File: src/rtl/timer_ctrl.sv
// timer_ctrl -- sequencing controller for the hour:minute down-counting timer.
//
// One mode FSM (IDLE/SET/RUN/PAUSE/DONE) holds the BCD preset registers,
// issues load and decrement enables to the counter datapath and raises the
// alarm when the count expires.
//
// Ports:
//   clk, rst_n          clock, asynchronous active-low reset
//   tick                one-cycle count-rate strobe
//   start_p, pause_p    one-pulse start/stop and pause/resume buttons
//   setting             level switch requesting preset edit mode
//   inc_min_p           one-pulse preset-minute increment (SET only)
//   inc_hour_p          one-pulse preset-hour increment (SET only)
//   zero                datapath flag: count is 00:00
//   preset_*_one/_ten   BCD preset digits
//   load                one-cycle pulse: datapath copies the preset
//   dec_en              combinational decrement strobe (RUN & tick & ~zero)
//   state               IDLE=0, SET=1, RUN=2, PAUSE=3, DONE=4
//   alarm               expiry indication
//
// Optional feature: define TIMER_CTRL_AUTORELOAD_EN to reload the preset and
// restart counting once the alarm period in DONE has elapsed.

module timer_ctrl #(
    parameter int MAX_HOUR    = 23,
    parameter int MAX_MIN     = 59,
    parameter int ALARM_TICKS = 8
) (
    input  logic       clk,
    input  logic       rst_n,
    input  logic       tick,
    input  logic       start_p,
    input  logic       pause_p,
    input  logic       setting,
    input  logic       inc_min_p,
    input  logic       inc_hour_p,
    input  logic       zero,
    output logic [3:0] preset_min_one,
    output logic [3:0] preset_min_ten,
    output logic [3:0] preset_hour_one,
    output logic [3:0] preset_hour_ten,
    output logic       load,
    output logic       dec_en,
    output logic [2:0] state,
    output logic       alarm
);

    typedef enum logic [2:0] {
        IDLE  = 3'd0,
        SET   = 3'd1,
        RUN   = 3'd2,
        PAUSE = 3'd3,
        DONE  = 3'd4
    } state_t;

    localparam int CW = $clog2(ALARM_TICKS + 1);
    localparam logic [CW-1:0] ALARM_MAX = CW'(ALARM_TICKS);

    state_t          st;
    logic [7:0]      min_bcd;
    logic [7:0]      hour_bcd;
    logic [CW-1:0]   alarm_cnt;
    logic [CW-1:0]   alarm_cnt_inc;

    // Two-digit BCD increment that wraps to 00 once the binary value of the
    // digits reaches the limit; no carry leaves the field.
    function automatic logic [7:0] bcd_inc(input logic [7:0] v, input int max);
        int bin;
        bin = int'(v[7:4]) * 10 + int'(v[3:0]);
        if (bin >= max)
            return 8'h00;
        if (v[3:0] == 4'd9)
            return {v[7:4] + 4'd1, 4'd0};
        return {v[7:4], v[3:0] + 4'd1};
    endfunction

    assign state           = st;
    assign preset_min_one  = min_bcd[3:0];
    assign preset_min_ten  = min_bcd[7:4];
    assign preset_hour_one = hour_bcd[3:0];
    assign preset_hour_ten = hour_bcd[7:4];
    assign alarm_cnt_inc   = alarm_cnt + CW'(1);

    // Zero-latency strobe; a tick that coincides with expiry is swallowed.
    assign dec_en = (st == RUN) & tick & ~zero;

    always_ff @(posedge clk or negedge rst_n) begin
        if (!rst_n) begin
            st        <= IDLE;
            min_bcd   <= 8'h00;
            hour_bcd  <= 8'h00;
            load      <= 1'b0;
            alarm     <= 1'b0;
            alarm_cnt <= '0;
        end else begin
            load <= 1'b0;
            case (st)
                IDLE: begin
                    if (setting)
                        st <= SET;
                    else if (start_p && !zero)
                        st <= RUN;
                end
                SET: begin
                    if (inc_min_p)
                        min_bcd <= bcd_inc(min_bcd, MAX_MIN);
                    if (inc_hour_p)
                        hour_bcd <= bcd_inc(hour_bcd, MAX_HOUR);
                    if (!setting) begin
                        st   <= IDLE;
                        load <= 1'b1;
                    end
                end
                RUN: begin
                    // Expiry wins over both buttons so it is never missed.
                    if (zero) begin
                        st        <= DONE;
                        alarm_cnt <= '0;
                        alarm     <= 1'b1;
                    end else if (start_p) begin
                        st   <= IDLE;
                        load <= 1'b1;
                    end else if (pause_p) begin
                        st <= PAUSE;
                    end
                end
                PAUSE: begin
                    if (start_p) begin
                        st   <= IDLE;
                        load <= 1'b1;
                    end else if (pause_p) begin
                        st <= RUN;
                    end
                end
                DONE: begin
                    if (start_p || pause_p || setting) begin
                        st        <= IDLE;
                        load      <= 1'b1;
                        alarm_cnt <= '0;
                        alarm     <= 1'b0;
                    end
`ifdef TIMER_CTRL_AUTORELOAD_EN
                    else if (alarm_cnt == ALARM_MAX) begin
                        // A 00:00 preset would expire immediately, so park in IDLE.
                        st        <= (min_bcd == 8'h00 && hour_bcd == 8'h00) ? IDLE : RUN;
                        load      <= 1'b1;
                        alarm_cnt <= '0;
                        alarm     <= 1'b0;
                    end
`endif
                    else if (tick && alarm_cnt != ALARM_MAX) begin
                        alarm_cnt <= alarm_cnt_inc;
                        alarm     <= (alarm_cnt_inc < ALARM_MAX);
                    end
                end
                default: begin
                    st    <= IDLE;
                    alarm <= 1'b0;
                end
            endcase
        end
    end

endmodule

File: config.mk
export PLATFORM = sky130hd
export DESIGN_NAME = timer_ctrl
export DESIGN_NICKNAME = d
export VERILOG_FILES = /design/src/rtl/timer_ctrl.sv
export SDC_FILE = /design/constraint.sdc
export NUM_CORES = 1
export LEC_CHECK = 0
export ABC_AREA = 1
export CAP_MARGIN = 20
export CORE_MARGIN = 2
export CORE_UTILIZATION = 29
export CTS_BUF_LIST = sky130_fd_sc_hd__clkbuf_16
export DETAILED_ROUTE_END_ITERATION = 10
export DONT_BUFFER_PORTS = 1
export HOLD_SLACK_MARGIN = 0.15
export PLACE_DENSITY = 0.54
export SETUP_SLACK_MARGIN = 0.4
export SYNTH_ARGS = -nofsm -noshare
export SYNTH_HDL_FRONTEND = slang
export SYNTH_SLANG_ARGS = --single-unit
File: constraint.sdc
create_clock -name clk -period 4.6 [get_ports clk]
set_clock_uncertainty 0.2 [all_clocks]
set_input_delay 0.92 -clock clk [delete_from_list [all_inputs] [get_ports clk]]
set_output_delay 0.92 -clock clk [all_outputs]
set_load 0.03 [all_outputs]
* Yosys cells after proc, flatten, opt, wreduce, memory -nomap -nowiden
Cells that the tools add are included.
** Storage, ports and cells
- Register bits :: 25
- Logic and storage cells :: 100
- Output and inout bits :: 22
- Input port bits :: 9
** Cells by class
- Muxes and demuxes :: 45
- $add $sub $neg :: 7
- $mul :: 2
- Equality and inequality tests :: 14
- Magnitude comparators :: 3
- Bitwise logic cells :: 4
- Reductions and logical operators :: 17
** Operator list (count)
- $mux W8 :: 8
- $mux W3 :: 9
- $mux W1 :: 21
- $add A4 B1 Y4 const B :: 5
- $add A8 B4 Y9 :: 2
- $pmux W3 S5 :: 1
- $mul A4 B3 Y7 const B :: 2
- $mux W4 :: 3
- $reduce_and A3 Y1 :: 4
- $ge A9 B5 Y1 const B :: 1
- $ge A9 B6 Y1 const B :: 1
- $ne A3 B3 Y1 const B :: 3
- $eq A4 B4 Y1 const B :: 2
- $ne A4 B4 Y1 const B :: 2
- $pmux W4 S2 :: 1
- $eq A3 B2 Y1 const B :: 2
- $ne A2 B2 Y1 const B :: 3
- $reduce_bool A2 Y1 :: 3
- $reduce_and A5 Y1 :: 1
- $lt A4 B4 Y1 const B :: 1
- $pmux W1 S4 :: 1
- $reduce_and A2 Y1 :: 2
- $eq A3 B1 Y1 const B :: 1
- $eq A3 B3 Y1 const B :: 1
- 8 further kinds :: 12

* Depth between registers and ports, before layout
- Word-level depth :: 11
- Depth in mapped cells :: 16

* Least setup slack after synthesis
Ideal clock, no wire load.
- Path kind :: register to register
- Start point :: reg hour_bcd[7]
- End point :: reg hour_bcd[2]
- Path slack :: 1959 ps
- Cell stages (with the launch flop) :: 11
- Arrival :: 2368 ps
- Period minus slack after synthesis :: 2641 ps
- Required time :: 4327 ps
- Cell sequence :: dfrtp_1 > ha_1 > ha_1 > fa_1 > xnor2_2 > o21ai_1 > nor3b_2 > nand3_2 > nand2_4 > inv_2 > a21oi_2
** Between the ends
- Longest elaborated chain between the ends :: 7
** Ends and longest elaborated chain
- start: declaration :: line 61 : logic [7:0] hour_bcd;
- start signal: assignment :: line 108 : hour_bcd <= bcd_inc(hour_bcd, MAX_HOUR);
- $mul A4 B3 Y7 :: line 69 : bin = int'(v[7:4]) * 10 + int'(v[3:0]);
- $add A8 B4 Y9 :: line 69
- $ge A9 B5 Y1 :: line 70 : if (bin >= max)
- $mux W1 :: line 70
- $mux W1 :: line 107 : if (inc_hour_p)
- $mux W1 :: line 97 : case (st)
- $mux W8 :: line 72 : if (v[3:0] == 4'd9)
No other way between the ends. The select of a mux whose other input is x is not followed.
A chain may end at the register's enable or synchronous reset.

* Final worst setup path
- Start point :: reg st[0], in the netlist state[0]
- End point :: out dec_en
** Between the ends
- Longest elaborated chain between the ends :: 3
** Ends and longest elaborated chain
- start: declaration :: line 59 : state_t st;
- start signal: assignment :: line 89 : st <= IDLE;
- start signal: assignment :: line 100 : st <= SET;
- start signal: assignment :: line 102 : st <= RUN;
- $eq A3 B2 Y1 :: line 85 : assign dec_en = (st == RUN) & tick & ~zero;
- $and A1 B1 Y1 (2 in a row) :: line 85
- end: declaration :: line 43 : output logic dec_en,
No other way between the ends.

==> flow_summary.json <==
{
  "h-tree-depth": 1,
  "ir_worst_vdd_uv": 178,
  "synth-adder-area-share_pct": 18.3,
  "numPortBuffers": 0,
  "viasPerCell": 4.77,
  "critPathTopFamily": "simple AND/OR/NAND/NOR gates",
  "met2_usage_pct": 18.5,
  "std_cell_rows": 29,
  "ant_nets": 0,
  "path_class": "reg2out",
  "crit_fanout": 7,
  "drv_slew": 0,
  "die_area_um2": 7380,
  "initial_utilization_pct": 30.3,
  "period_share_pct": 63.8,
  "ys.flop_type": "dfrtp_1",
  "grt_max_degree": 17,
  "ys_seq_elements": 25,
  "clockBufferDepth": 2,
  "synth_area_um2": 1950,
  "synth_compound_area_share_pct": 10.0,
  "worst-path-buf-inv": 1,
  "cts_resized": 0,
  "async_flop_share_pct": 100,
  "clkTransAtPathRegs_ns": 0.06,
  "synthMuxAreaShare_pct": 0,
  "holdCritStartpoint": "alarm_cnt[3]",
  "final_cell_mix": "nand2_1 (53), inv_1 (37), nand3_1 (25), dfrtp_1 (25), ha_1 (22)",
  "status": "complete, no violations",
  "power_uw": 934,
  "met3_usage_pct": 2.02,
  "area_growth_pct": 10.5,
  "critical_path_required_ns": 3.48,
  "cts_sinks": 25,
  "drt_wl_total_um": 4060,
  "final_common_cell": "nand2_1",
  "synth-seq-area-share_pct": 32.2,
  "synth-simple-area-share_pct": 27.1,
  "hold_class": "reg2reg",
  "dp_slack_ns": 1.73,
  "setup_tns_ns": 0,
  "core_um2": 6420,
  "setup_viol": 0,
  "synthXorXnorAreaFrac_pct": 4.89,
  "drtIter0Drc": 49,
  "worstSetupEndpointType": "output port",
  "clkLatencyLatePin_ns": 0.25,
  "fmax_ghz": 0.341,
  "dp_hpwl_um": 3140,
  "firstDrtPassIters": 4,
  "grt_pass1_vias": 1578,
  "synth_top_family_by_area": "simple AND/OR/NAND/NOR gates",
  "crit_path_top_delay_cell": "dfrtp_1",
  "relSlewSlack_pct": 55.6,
  "gp_congestion": 0.782,
  "postSynthAreaPerCell_um2": 7.85,
  "max_stage_delay_ns": 0.55,
  "cts_tree": "yes",
  "die_height_um": 85.9,
  "fin_nets": 291,
  "p_leak_uw": 0.00117,
  "maxCapViolCount": 0,
  "grt_first_pass_wirelength_um": 7120,
  "yosysWarningCount": 0,
  "antenna_found_initial": 0,
  "crit_top_cell": "nand2_1",
  "crit_chain": "inv_1 -> nand2_1 -> nor2_2 -> nand2_1 -> nor2_1",
  "grt_use_total_pct": 11.6,
  "die_x_um": 85.9,
  "cts_root_buf": "clkbuf_16",
  "startpoint_type": "flop",
  "crit_start": "state[0]",
  "wl_per_cell_um": 12.2,
  "postSynthCellCount": 248,
  "hold_viol": 0,
  "synth_edf_count": 0,
  "synth_fp_nets": 283,
  "drive_gt1_share_pct": 7.06,
  "n_fill_cell": 672,
  "dr_total_vias": 1583,
  "ios": 31,
  "drc": 0,
  "synth_cell_types": 31,
  "diodes": 0,
  "worst_slack_ns": 1.66,
  "busiest_layer": "met2",
  "gr-total-overflow": 0,
  "regToRegStartpoint": "hour_bcd[5]",
  "met1_usage_pct": 16.4,
  "rsz0062_at_grt": "false",
  "finalCriticalPeriod_ns": 2.94,
  "worst_pin_slew_ns": 0.663,
  "cts_buffers": 3,
  "arrival_ns": 1.82,
  "power_density_nw_per_um2": 434
}
==> routing by layer <==
metal | vias up | share of wire (%)
li1 | 836 | -
met1 | 726 | 50
met2 | 19 | 46
met3 | 2 | 3.5
met4 | 0 | 0.54
met5 | - | 0
==> report_power, final <==
group          internal (uW)  switching (uW)  total, uW
logic                    109             160        269
registers                272             206        478
clock network            116            71.2        187
==> synth_stat cells (2+ instances only) <==
library cell / instances / share of area [%]
o21ai_1: 3 / 0.77
ha_1: 22 / 14
dfrtp_1: 25 / 32
or2_2: 3 / 0.96
nor2_1: 17 / 3.3
fa_1: 4 / 4.1
nand2_1: 53 / 10
xor2_1: 7 / 3.2
a21oi_1: 10 / 2.6
o21ai_0: 8 / 2.1
xnor2_1: 2 / 0.90
inv_2: 3 / 0.58
nand3_1: 25 / 6.4
inv_1: 36 / 6.9
o22ai_1: 4 / 1.3
a21oi_2: 2 / 0.90
o211ai_1: 2 / 0.77
nand4_1: 9 / 2.9
==> kinds of logic (layout without fill, tap and decap cells) <==
family / count (synthesis) / after routing
AOI/OAI and AO/OA: 33 / 33
DFF: 25 / 25
xor gates and xnor gates: 10 / 10
buffers and inverters: 39 / 46
adders and majority gates: 26 / 26
and+or+nand+nor: 115 / 115
==> layout make-up <==
class	instances	area [um2]	share of cell area (%)
sequential	25	626	29.1
clock buffer	3	75.1	3.49
inverter	39	146	6.81
clock inverter	1	3.75	0.175
timing repair buffer	3	30.0	1.40
tap	77	96.3	4.48
multi-input combinational	184	1170	54.6
==> path summary, 6_finish.rpt <==
path / to / slack, ns / depth (start not counted)
hold reg to reg: alarm_cnt[3] / 0.39 / 2
hold / removal: alarm_cnt[3] / 0.39 / 2
setup / recovery: dec_en / 1.66 / 5
min in group asynchronous: alarm / 0.76 / 1
max in group asynchronous: hour_bcd[7] / 2.84 / 1
setup reg to reg: hour_bcd[6] / 1.73 / 10
==> flip-flops by register name (all words and copies together), names as in the netlist <==
name,flops
min_bcd,8
state,3
alarm,1
alarm_cnt,4
hour_bcd,8
load,1
==> what timing repair did <==
item | in CTS | in global routing
setup buffers | 0 | 0
hold buffers | 2 | 1
hold endpoints to repair | 5 | 14
==> tightest hold or removal path: stages (launching register included) <==
cell and delay [ns]:
dfrtp_1 0.40, inv_1 0.06, o22ai_1 0.08
==> through the flow <==
step	area [um2]	cells	hold WS, ns	util [%]
after floorplan	1950	248	0.346	-
after global placement	2040	325	0.371	31.8
after detailed placement	2040	325	0.375	31.8
after CTS	2140	331	0.150	33.3
after global routing	2150	332	0.418	33.5
final	2150	332	0.387	33.5
Power figures use the tool's default switching activity.
